--- config.mk ---
export PLATFORM = sky130hd
export DESIGN_NAME = uart_rx_frame
export DESIGN_NICKNAME = d
export VERILOG_FILES = /design/src/rtl/uart_pkg.sv /design/src/rtl/uart_rx_sync.sv /design/src/rtl/uart_rx_frame.sv
export SDC_FILE = /design/constraint.sdc
export NUM_CORES = 1
export LEC_CHECK = 0
export ABC_CLOCK_PERIOD_IN_PS = 1700
export CAP_MARGIN = 25
export CORE_AREA = 2 2 78 80
export CTS_CLUSTER_DIAMETER = 60
export DETAILED_ROUTE_END_ITERATION = 12
export DIE_AREA = 0 0 80 82
export DONT_BUFFER_PORTS = 1
export PLACE_DENSITY = 0.51
export SYNTH_ARGS = -nofsm -noshare
export SYNTH_HDL_FRONTEND = slang
export SYNTH_SLANG_ARGS = --single-unit
--- constraint.sdc ---
create_clock -name clk -period 1.7 [get_ports clk]
set_input_delay 0.51 -clock clk [delete_from_list [all_inputs] [get_ports clk]]
set_output_delay 0.51 -clock clk [all_outputs]
set_load 0.05 [all_outputs]
--- src/rtl/uart_pkg.sv ---
// Shared UART definitions: receiver state encoding and error-flag layout.
package uart_pkg;

    typedef enum logic [2:0] {
        IDLE,
        START,
        DATA,
        PARITY,
        STOP,
        BREAK
    } state_t;

    localparam int ERR_PARITY = 0;
    localparam int ERR_FRAME  = 1;
    localparam int UART_ERR_W = 2;

    function automatic logic parity_of(input logic [7:0] d);
        return ^d;
    endfunction

endpackage

--- src/rtl/uart_rx_sync.sv ---
// Two-flop synchronizer for an asynchronous serial input; resets to the idle level (1).
module uart_rx_sync (
    input  logic clk,
    input  logic rst_n,
    input  logic d,
    output logic q
);

    logic meta;

    always_ff @(posedge clk or negedge rst_n) begin
        if (!rst_n) begin
            meta <= 1'b1;
            q    <= 1'b1;
        end else begin
            meta <= d;
            q    <= meta;
        end
    end

endmodule

--- src/rtl/uart_rx_frame.sv ---
// UART receiver: synchronizes rx, samples bits at their centres, checks parity/stop
// and emits one-cycle data or error pulses per frame.
module uart_rx_frame
    import uart_pkg::*;
#(
    parameter int CLK_DIV   = 16,
    parameter int DATA_BITS = 8
) (
    input  logic                  clk,
    input  logic                  rst_n,
    input  logic                  rx,
    input  logic                  parity_en,
    input  logic                  parity_odd,
    output logic [7:0]            UART_data,
    output logic                  UART_data_valid,
    output logic [UART_ERR_W-1:0] UART_errors,
    output logic                  UART_errors_valid,
    output logic                  busy
);

    localparam int            CW       = $clog2(CLK_DIV);
    localparam logic [CW-1:0] MID      = CW'(CLK_DIV / 2 - 1);
    localparam logic [CW-1:0] LAST     = CW'(CLK_DIV - 1);
    localparam logic [3:0]    LAST_BIT = 4'(DATA_BITS - 1);

    logic          rxs;
    logic          rxs_prev;
    state_t        state;
    logic [CW-1:0] cnt;
    logic [CW-1:0] cnt_wrap;
    logic [3:0]    bit_cnt;
    logic [7:0]    shift;
    logic [7:0]    shift_next;
    logic          par_en_q;
    logic          par_odd_q;
    logic          par_err;

    uart_rx_sync u_sync (
        .clk   (clk),
        .rst_n (rst_n),
        .d     (rx),
        .q     (rxs)
    );

    // New bit enters at the top of the payload so the first bit ends up in bit 0.
    always_comb begin
        shift_next                = shift >> 1;
        shift_next[DATA_BITS-1]   = rxs;
        cnt_wrap                  = (cnt == LAST) ? '0 : cnt + 1'b1;
    end

    always_ff @(posedge clk or negedge rst_n) begin
        if (!rst_n) begin
            state             <= IDLE;
            rxs_prev          <= 1'b1;
            cnt               <= '0;
            bit_cnt           <= '0;
            shift             <= '0;
            par_en_q          <= 1'b0;
            par_odd_q         <= 1'b0;
            par_err           <= 1'b0;
            UART_data         <= '0;
            UART_data_valid   <= 1'b0;
            UART_errors       <= '0;
            UART_errors_valid <= 1'b0;
            busy              <= 1'b0;
        end else begin
            rxs_prev          <= rxs;
            UART_data_valid   <= 1'b0;
            UART_errors_valid <= 1'b0;
            case (state)
                IDLE: begin
                    cnt <= '0;
                    if (rxs_prev && !rxs) begin
                        state <= START;
                        busy  <= 1'b1;
                    end
                end
                START: begin
                    if (cnt == MID) begin
                        // Restarting here puts every later sample at a bit centre.
                        cnt <= '0;
                        if (!rxs) begin
                            state     <= DATA;
                            bit_cnt   <= '0;
                            shift     <= '0;
                            par_en_q  <= parity_en;
                            par_odd_q <= parity_odd;
                            par_err   <= 1'b0;
                        end else begin
                            state <= IDLE;
                            busy  <= 1'b0;
                        end
                    end else begin
                        cnt <= cnt + 1'b1;
                    end
                end
                DATA: begin
                    cnt <= cnt_wrap;
                    if (cnt == LAST) begin
                        shift   <= shift_next;
                        bit_cnt <= bit_cnt + 1'b1;
                        if (bit_cnt == LAST_BIT) begin
                            state <= par_en_q ? PARITY : STOP;
                        end
                    end
                end
                PARITY: begin
                    cnt <= cnt_wrap;
                    if (cnt == LAST) begin
                        par_err <= (parity_of(shift) ^ rxs) != par_odd_q;
                        state   <= STOP;
                    end
                end
                STOP: begin
                    cnt <= cnt_wrap;
                    if (cnt == LAST) begin
                        if (par_err || !rxs) begin
                            UART_errors[ERR_PARITY] <= par_err;
                            UART_errors[ERR_FRAME]  <= !rxs;
                            UART_errors_valid       <= 1'b1;
                        end else begin
                            UART_data       <= shift;
                            UART_data_valid <= 1'b1;
                        end
                        if (rxs) begin
                            state <= IDLE;
                            busy  <= 1'b0;
                        end else begin
                            state <= BREAK;
                            cnt   <= '0;
                        end
                    end
                end
                BREAK: begin
                    // Leave only after the line has been high for a full bit period.
                    if (!rxs) begin
                        cnt <= '0;
                    end else if (cnt == LAST) begin
                        cnt   <= '0;
                        state <= IDLE;
                        busy  <= 1'b0;
                    end else begin
                        cnt <= cnt + 1'b1;
                    end
                end
                default: begin
                    state <= IDLE;
                    busy  <= 1'b0;
                end
            endcase
        end
    end

endmodule

==> flow_metrics.env, run 1 <==
export IMPL_status="complete, but fails checks"
export IMPL_violations="setup timing"
export IMPL_p_leak_nw=1.114
export IMPL_crit_chain="ha_2 -> and3_4 -> nand3_4 -> or3b_4 -> buf_4 -> mux2_4"
export IMPL_grt_pass1_vias=1406
export IMPL_worst_path_max_fanout=4
export IMPL_antenna_left=0
export IMPL_pwr_share_comb=0.375
export IMPL_max_stage_delay_ns=0.38
export IMPL_grt_max_degree=36
export IMPL_ios=18
export IMPL_layout_drive_gt1_share=0.3445
export IMPL_rows=28
export IMPL_pwr_density_cell_mw_per_mm2=1220
export IMPL_cts_sinks=38
export IMPL_num_antenna_cells=0
export IMPL_synth_flop_cell="dfrtp_1"
export IMPL_tightest_slew_ns=0.4962
export IMPL_vias_per_cell=4.887
export IMPL_wirelength_um=4153
export IMPL_clockRootBuffer="clkbuf_8"
export IMPL_cts_max_level=2
export IMPL_p_clk_frac=0.217
export IMPL_postLayoutCoreUtil=0.4127
export IMPL_yosys_warnings=0
export IMPL_syn_area_mm2=0.001926
export IMPL_post_drt_wl_per_cell_um=14.62
export IMPL_die_area_mm2=0.006560
export IMPL_slowest_stage="or3b_4"
export IMPL_numCtsBuffers=5
export IMPL_netlist_instances=181
export IMPL_vias=1388
export IMPL_dieWidth_um=80
export IMPL_synth_cell_types=45
export IMPL_endpoint_kind="register"
export IMPL_setup_viol=8
export IMPL_antenna_found_initial=0
export IMPL_die_h_um=82
export IMPL_peakVddDrop_uv=542.6
export IMPL_clk_pin_slew_worst_paths_ns=0.07
export IMPL_synth_seq_area_share=0.4958
export IMPL_worst_slack_ns=-0.07243
export IMPL_grt_overflow=0
export IMPL_power_switching_mw=1.020
export IMPL_finalMaxSlewViolations=0
export IMPL_drv_cap=0
export IMPL_critical_path_class="reg -> reg"
export IMPL_fmax_ghz=0.5642
export IMPL_hold_path_class="in -> async"
export IMPL_stdcell_area_mm2=0.002371
export IMPL_maxSlewHeadroom=0.6692
export IMPL_swShare=0.3528
export IMPL_n_fill_cell=596
export IMPL_numPortBuffers=0
export IMPL_placedInstanceArea_mm2=0.002150
export IMPL_nets=215
export IMPL_routabilityCongestion=0.8077
export IMPL_required_ns=1.87
export IMPL_synthArstFlopShare=1.000
export IMPL_fin_setup_tns_ns=-0.4681
export IMPL_start_kind="register"
export IMPL_period_needed_ns=1.772
export IMPL_coreArea_mm2=0.005746
export IMPL_fin_crit_sh=1.043
export IMPL_cts_buffer_depth=2
export IMPL_final_hold_viol_count=0
export IMPL_fin_worst_skew_ns=0.004056
export IMPL_detailed_place_hpwl_um=2825
export IMPL_drc=0
export IMPL_cp_arrival_ns=1.95
export IMPL_first_iter_violations=99
export IMPL_yosys_register_bits=38
export IMPL_grtUsageTotal=0.1376
export IMPL_grt_pass1_wl_um=6865
export IMPL_pwr_share_seq=0.409
export IMPL_synth_fp_nets=188
export IMPL_rsz0062_at_grt="yes"
export IMPL_totalPowerFinal_mw=2.892
export IMPL_synth_edf_count=0
export IMPL_clk_latency_ns=0.28
export IMPL_syn_area_per_cell_um2=10.64
export IMPL_p_int_mw=1.871
export IMPL_cts_tree="built"
export IMPL_area_delta_synth_final_pct=23.13
export IMPL_first_pass_iters=4
export IMPL_start_util=0.3351
metrics by stage:
step | setup slack [ns] | hold WS [ns] | std cells
CTS | -0.07494 | 0.04906 | 280
detailed placement | -0.1314 | 0.2154 | 271
global placement | -0.08351 | 0.2155 | 271
floorplan | -0.1316 | 0.2144 | 181
finish | -0.07243 | 0.04667 | 284
global route | -0.1326 | 0.03423 | 284
final timing paths:
path | to | slack (ns) | from | cells past startpoint
worst max-delay path | UART_data[4] | -0.07 | cnt[0] | 6
worst min-delay path | UART_data[6] | 0.05 | rst_n | 1
worst max register to register | UART_data[4] | -0.07 | cnt[0] | 6
worst min register to register | u_sync.q | 0.36 | u_sync.meta | 0
max in group asynchronous | state[2] | 1.46 | rst_n | 1
min in group clk | u_sync.meta | 0.22 | rx | 0
critical path: cells and delay by family (launching register included):
| family | cells | cell delay, ns |
|---|---|---|
| multiplexers | 1 | 0.29 |
| AND/OR/NAND/NOR | 3 | 0.66 |
| flip-flops | 1 | 0.36 |
| adder cells (fa/ha/maj) | 1 | 0.19 |
| buffers and inverters | 1 | 0.17 |
timing repair:
action | CTS | global route
pin swaps | 0 | 4
gates resized for setup | 4 | 17
gates cloned | 0 | 1
buffers inserted | 0 | 4
setup endpoints to repair | 9 | 21
hold endpoints to repair | 35 | 0
hold buffers | 1 | 0
power by group through the flow:
stage	Combinational, mW	Clock (mW)	Sequential [mW]
CTS	0.992	0.652	1.17
detailed placement	0.945	0	1.19
global route	1.19	0.704	1.19
global placement	0.915	0	1.19
finish	1.08	0.626	1.18
floorplan	0.580	0	1.19
sequential cells by signal (all words and copies together), names as in the netlist:
| name | flops |
|---|---|
| UART_data | 8 |
| UART_errors | 2 |
| shift | 8 |
| par_odd_q | 1 |
| par_err | 1 |
| par_en_q | 1 |
| state | 3 |
| UART_data_valid | 1 |
| u_sync.meta | 1 |
| bit_cnt | 4 |
| u_sync.q | 1 |
| busy | 1 |
| rxs_prev | 1 |
| UART_errors_valid | 1 |
| cnt | 4 |
placed cells by master (no fill, tap or decap), types with 2 or more instances in the layout:
| cell type | n |
|---|---|
| o21a_1 | 2 |
| nand4_1 | 2 |
| o21ai_0 | 17 |
| nand3_1 | 5 |
| nor3_1 | 2 |
| buf_4 | 29 |
| o211a_1 | 3 |
| ha_2 | 2 |
| mux2_2 | 2 |
| dfrtp_1 | 34 |
| inv_1 | 5 |
| xor2_1 | 2 |
| o21bai_1 | 2 |
| dfstp_2 | 3 |
| a21oi_1 | 5 |
| clkbuf_8 | 6 |
| nor2_1 | 6 |
| and2_1 | 2 |
| nand2_1 | 28 |
| and3b_2 | 2 |
| mux2_4 | 9 |
| nand2b_1 | 4 |
| xnor2_1 | 8 |
layer usage:
layer,global-route usage,share of wire,vias to the layer above
li1,-,-,678
met1,0.1821,0.48,681
met2,0.2167,0.48,23
met3,0.02967,0.022,6
met4,0.06102,0.016,0
met5,0,0,-
cell families (layout without fill, tap and decap cells):
family                     after synthesis  count (layout)  share of synthesized area
and+or+nand+nor                         62              62                     0.1728
DFF                                     38              38                     0.4958
muxes                                   11              11                    0.07992
AOI/OAI and AO/OA                       41              41                     0.1365
buffers and inverters                   16              44                    0.04483
adders and majority gates                2               2                    0.01299
xor gates and xnor gates                11              11                    0.05718
layout make-up:
cell class,count,area (um^2),area share
multi-input combinational,127,962.2,0.4058
sequential,38,955.9,0.4032
timing repair buffer,31,249.0,0.1050
tap,75,93.84,0.03958
clock buffer,7,86.33,0.03641
inverter,5,18.77,0.007916
clock inverter,1,5.005,0.002111
synth_stat cells, types with 3 or more instances:
master    instances  area, um^2
inv_1             5       18.77
dfrtp_1          35       875.8
nand2_1          29       108.9
dfstp_2           3       78.83
a21oi_1           5       25.02
nand3_1           6       30.03
mux2_2            3       33.78
o21ai_0          18       90.09
clkbuf_1          7       26.28
o211a_1           3       30.03
nand2b_1          5       31.28
nor2_1            6       22.52
xnor2_1           8       70.07
mux2_4            8       120.1
(Power assumes the default switching activity.)
==> inputs of run 2 (changes only) <==
- ABC_CLOCK_PERIOD_IN_PS: 1700 -> 1960
- MAX_ROUTING_LAYER: not set -> met4
- PLACE_DENSITY: 0.51 -> 0.5
- clock period: 1.7 -> 1.96 ns (I/O delays scaled with it)
==> run 2 against run 1 <==
The run now ends clean. Clock power rose by 28%. Design area decreased by 6.0%. Flip-flop and latch count unchanged. Combinational power shrank 33%. First-iteration DRC count shrank 45%. Total power down 10%. Sequential share of layout area up 2.5 points. Register-to-register slack improved by 0.14 ns. Non-clock buffer count is 15 lower. Critical path depth did not move. Via count shrank 5.0%. Maximum frequency down 6.5%. Critical path type unchanged. Critical endpoint is now UART_data[2].
==> flow_metrics.env, run 2 (synthesis results as in run 1) <==
export IMPL_status="complete, no violations"
export IMPL_peakVddDrop_uv=553.0
export IMPL_stdcell_area_mm2=0.002230
export IMPL_antenna_left=0
export IMPL_coreArea_mm2=0.005746
export IMPL_crit_chain="ha_2 -> and3_4 -> nand3_4 -> or3b_1 -> buf_4 -> mux2_4"
export IMPL_first_pass_iters=4
export IMPL_cp_arrival_ns=2.07
export IMPL_numPortBuffers=0
export IMPL_tightest_slew_ns=0.5009
export IMPL_fin_crit_sh=0.9675
export IMPL_slowest_stage="dfrtp_1"
export IMPL_layout_common_cells="dfrtp_1, nand2_1, o21ai_0"
export IMPL_n_fill_cell=594
export IMPL_start_util=0.3351
export IMPL_endpoint_kind="register"
export IMPL_fin_worst_skew_ns=0.01168
export IMPL_cts_sinks=38
export IMPL_r2r_worst_path_cells=6
export IMPL_drv_cap=0
export IMPL_fmax_ghz=0.5274
export IMPL_rr_startpoint="cnt[0]"
export IMPL_grt_pass1_wl_um=6803
export IMPL_rows=28
export IMPL_detailed_place_hpwl_um=2609
export IMPL_vias_per_cell=4.903
export IMPL_vias=1319
export IMPL_grt_max_degree=36
export IMPL_hold_path_class="in -> async"
export IMPL_layout_drive_gt1_share=0.2371
export IMPL_multi_input_area_um2=892.1
export IMPL_nets=200
export IMPL_finalMaxSlewViolations=0
export IMPL_crit_start="cnt[0]"
export IMPL_drc=0
export IMPL_period_needed_ns=1.896
export IMPL_reg2reg_to="UART_data[2]"
export IMPL_area_delta_synth_final_pct=15.79
export IMPL_crit_path_end="UART_data[2]"
export IMPL_grt_pass1_vias=1346
export IMPL_hold_slack_ns=0.1202
export IMPL_critical_path_class="reg -> reg"
export IMPL_post_drt_wl_per_cell_um=13.96
export IMPL_clk_pin_slew_worst_paths_ns=0.08
export IMPL_maxSlewHeadroom=0.6661
export IMPL_dp_cells=259
export IMPL_pwr_density_cell_mw_per_mm2=1161
export IMPL_postLayoutCoreUtil=0.3881
export IMPL_grt_overflow=0
export IMPL_final_hold_viol_count=0
export IMPL_p_leak_nw=1.034
export IMPL_cts_tree="built"
export IMPL_grtUsageTotal=0.1380
export IMPL_routabilityCongestion=0.7733
export IMPL_top_regs="UART_data (8), shift (8)"
export IMPL_num_antenna_cells=0
export IMPL_final_cells=269
export IMPL_setup_viol=0
export IMPL_required_ns=2.14
export IMPL_start_kind="register"
export IMPL_worst_path_max_fanout=9
export IMPL_antenna_found_initial=0
export IMPL_seqCellArea_um2=954.7
export IMPL_ios=18
export IMPL_first_iter_violations=54
export IMPL_wirelength_um=3754
export IMPL_max_stage_delay_ns=0.40
export IMPL_clockRootBuffer="clkbuf_8"
export IMPL_final_common_cell="dfrtp_1"
export IMPL_cts_max_level=2
export IMPL_cts_buffer_depth=2
export IMPL_placedInstanceArea_mm2=0.002057
export IMPL_dieWidth_um=80
export IMPL_die_h_um=82
export IMPL_numCtsBuffers=5
export IMPL_clk_latency_ns=0.29
export IMPL_r2r_slack_ns=0.06
export IMPL_die_area_mm2=0.006560
run 2: cell count changes in the layout (fill, tap and decap cells not counted), sizes merged:
cell,previous run,this run
clkbuf,7,5
bufinv,0,2
buf,31,16
run 2: layer usage:
layer,global-route usage,share of wire,vias to the layer above,wire length [um]
li1,-,-,652,-
met1,0.1821,0.47,644,1759
met2,0.2042,0.48,18,1817
met3,0.03846,0.037,5,139
met4,0.04915,0.0099,0,37
met5,-,0,-,0
run 2: metrics by stage:
step	worst slack (ns)	power, mW	setup TNS, ns
after global placement	0.07374	1.740	0
after global routing	-0.01054	2.777	-0.01478
final	0.06373	2.588	0
after detailed placement	0.02212	1.757	0
after CTS	0.002050	2.591	0
after floorplan	0.1190	1.530	0
run 2: where the power goes:
part	leakage [nW]	switching [mW]	internal, mW	total, mW
clock network	0.0683	0.293	0.510	0.803
registers	0.508	0.171	0.886	1.06
logic	0.458	0.365	0.363	0.727
run 2: how the worst min path moves through the flow:
stage          slack (ns)      endpoint
4_1_cts              0.12  UART_data[1]
6_report             0.12  UART_data[1]
3_5_place_dp         0.29      shift[2]
5_1_grt              0.11  UART_data[1]
2_1_floorplan        0.29  UART_data[0]
3_3_place_gp         0.29      shift[2]
run 2: worst max-delay path: cells and delay by family (launching register included):
kind                     cells  cell delay [ns]
flip-flops                   1             0.40
adder cells (fa/ha/maj)      1             0.21
multiplexers                 1             0.31
buffers and inverters        1             0.20
AND/OR/NAND/NOR              3             0.67
run 2: repair_timing:
item,4_1_cts,5_1_grt
hold buffers,1,0
resized for setup,0,3
setup buffers,0,1
endpoints found under the setup margin,0,8
endpoints found under the hold margin,35,0
run 2: area by class of cell:
cell class	instances	share of cell area
sequential	38	0.4282
inverter	5	0.008418
tap	75	0.04209
multi-input combinational	127	0.4001
clock inverter	3	0.03086
clock buffer	5	0.03086
timing repair buffer	16	0.05948
==> inputs of run 3 (changes only) <==
- ABC_CLOCK_PERIOD_IN_PS: 1960 -> 2100
- DONT_BUFFER_PORTS: 1 -> not set
- PLACE_DENSITY: 0.5 -> 0.54
- clock period: 1.96 -> 2.1 ns (I/O delays scaled with it)
==> run 3 against run 2 <==
Non-clock buffer count increased by 11. First-iteration DRC count increased by 120%. Global-route usage decreased by 1.3 points. Wire length decreased by 7.3%. Utilization increased by 0.41 points. Sequential share of layout area decreased by 0.45 points. Worst hold slack improved by 0.24 ns. Clock power decreased by 39%. Clock skew decreased by 0.0048 ns. Via count decreased by 0.53%. Largest power group unchanged.
==> flow_metrics.env, run 3 (synthesis results as in run 1) <==
export IMPL_dp_cells=272
export IMPL_start_util=0.3351
export IMPL_hold_buffers=0
export IMPL_area_delta_synth_final_pct=17.02
export IMPL_pwr_density_cell_mw_per_mm2=925.4
export IMPL_vias_per_cell=4.686
export IMPL_vias=1312
export IMPL_p_leak_nw=1.063
export IMPL_fin_setup_tns_ns=0
export IMPL_totalPowerFinal_mw=2.085
export IMPL_status="complete, no violations"
export IMPL_detailed_place_hpwl_um=2375
export IMPL_cts_tree="built"
export IMPL_final_hold_viol_count=0
export IMPL_numPortBuffers=17
export IMPL_clockRootBuffer="clkbuf_8"
export IMPL_layout_common_cells="dfrtp_1, nand2_1, buf_4"
export IMPL_clk_pin_slew_worst_paths_ns=0.08
export IMPL_path_delay_family="buffers and inverters"
export IMPL_first_pass_iters=4
export IMPL_critical_path_class="reg -> out"
export IMPL_period_needed_ns=2.040
export IMPL_layout_drive_gt1_share=0.2439
export IMPL_finalMaxSlewViolations=0
export IMPL_grt_max_degree=39
export IMPL_antenna_left=0
export IMPL_cts_sinks=38
export IMPL_endpoint_kind="primary output"
export IMPL_worst_path_max_fanout=1
export IMPL_top_regs="UART_data (8), shift (8)"
export IMPL_post_drt_wl_per_cell_um=12.43
export IMPL_numCtsBuffers=5
export IMPL_routabilityCongestion=0.7521
export IMPL_path_buf_inv=1
export IMPL_drv_cap=0
export IMPL_final_cells=280
export IMPL_fin_crit_sh=0.9713
export IMPL_slowest_stage="clkdlybuf4s50_1"
export IMPL_drc=0
export IMPL_n_fill_cell=594
export IMPL_clk_latency_ns=0.29
export IMPL_stdcell_area_mm2=0.002253
export IMPL_cts_buffer_depth=2
export IMPL_crit_start="UART_data_valid"
export IMPL_seqCellArea_um2=954.7
export IMPL_grt_overflow=0
export IMPL_die_h_um=82
export IMPL_nets=211
export IMPL_grt_pass1_wl_um=6161
export IMPL_cp_depth=1
export IMPL_final_common_cell="dfrtp_1"
export IMPL_peakVddDrop_uv=365.6
export IMPL_crit_chain="clkdlybuf4s50_1"
export IMPL_wirelength_um=3481
export IMPL_ios=18
export IMPL_rr_startpoint="cnt[0]"
export IMPL_cp_arrival_ns=1.41
export IMPL_fmax_ghz=0.4903
export IMPL_worst_slack_ns=0.06025
export IMPL_num_antenna_cells=0
export IMPL_r2r_worst_path_cells=6
export IMPL_dieWidth_um=80
export IMPL_required_ns=1.47
export IMPL_setup_viol=0
export IMPL_cts_max_level=2
export IMPL_antenna_found_initial=0
export IMPL_rsz0062_at_grt="no"
export IMPL_max_stage_delay_ns=0.79
export IMPL_crit_path_end="UART_data_valid"
export IMPL_tightest_slew_ns=0.4877
export IMPL_coreArea_mm2=0.005746
export IMPL_rows=28
export IMPL_grt_pass1_vias=1253
export IMPL_pre_cts_slack_ns=0.009337
export IMPL_die_area_mm2=0.006560
export IMPL_start_kind="register"
export IMPL_multi_input_area_um2=887.1
export IMPL_fin_worst_skew_ns=0.006842
export IMPL_reg2reg_to="state[0]"
export IMPL_first_iter_violations=121
export IMPL_placedInstanceArea_mm2=0.002165
export IMPL_r2r_slack_ns=0.15
export IMPL_hold_path_class="reg -> reg"
export IMPL_maxSlewHeadroom=0.6727
export IMPL_grtUsageTotal=0.1255
export IMPL_cts_setup_buffers=0
-- run 3: cell count changes in the layout (fill, tap and decap cells not counted), sizes merged --
cell / previous run / this run
bufinv: 2 / 0
clkbuf: 5 / 6
buf: 16 / 22
clkinv: 1 / 2
clkdlybuf4s50: 0 / 5
-- run 3: layout make-up --
cell class              count  share of cell area
flip-flops and latches     38              0.4237
multi-input cells         127              0.3937
repair buffers             27             0.09439
well taps                  75             0.04164
clock buffers               6             0.03220
inverters                   5            0.008329
clock inverters             2            0.006108
-- run 3: repair_timing --
item,CTS,global route
hold endpoints to repair,0,0
resized for setup,0,1
endpoints found under the setup margin,0,8
-- run 3: how the worst min path moves through the flow --
stage / from / end / slack [ns] / cells after the start
floorplan: rst_n / UART_data[0] / 0.33 / 0
global placement: u_sync.meta / u_sync.q / 0.35 / 0
detailed placement: u_sync.meta / u_sync.q / 0.35 / 0
CTS: u_sync.meta / u_sync.q / 0.36 / 0
global route: u_sync.meta / u_sync.q / 0.37 / 0
finish: u_sync.meta / u_sync.q / 0.36 / 0
-- run 3: power by group --
group          internal (mW)  switching [mW]  total, mW  leakage, nW
combinational          0.293           0.325      0.617        0.510
sequential             0.828           0.150      0.978        0.508
clock                  0.234           0.256      0.490       0.0452
total                   1.35           0.731       2.09         1.06
-- run 3: per-stage QoR --
step | hold slack, ns | util
final | 0.3596 | 0.3922
after floorplan | 0.3344 | -
after CTS | 0.3628 | 0.3918
after global placement | 0.3490 | 0.3767
after global routing | 0.3716 | 0.3922
after detailed placement | 0.3509 | 0.3767
-- run 3: metal layers --
layer	global-route usage	wire length [um]	part of all wire
met5	-	0	0
met4	0.05085	66	0.019
met2	0.1700	1538	0.44
met1	0.1769	1762	0.51
met3	0.03297	113	0.032
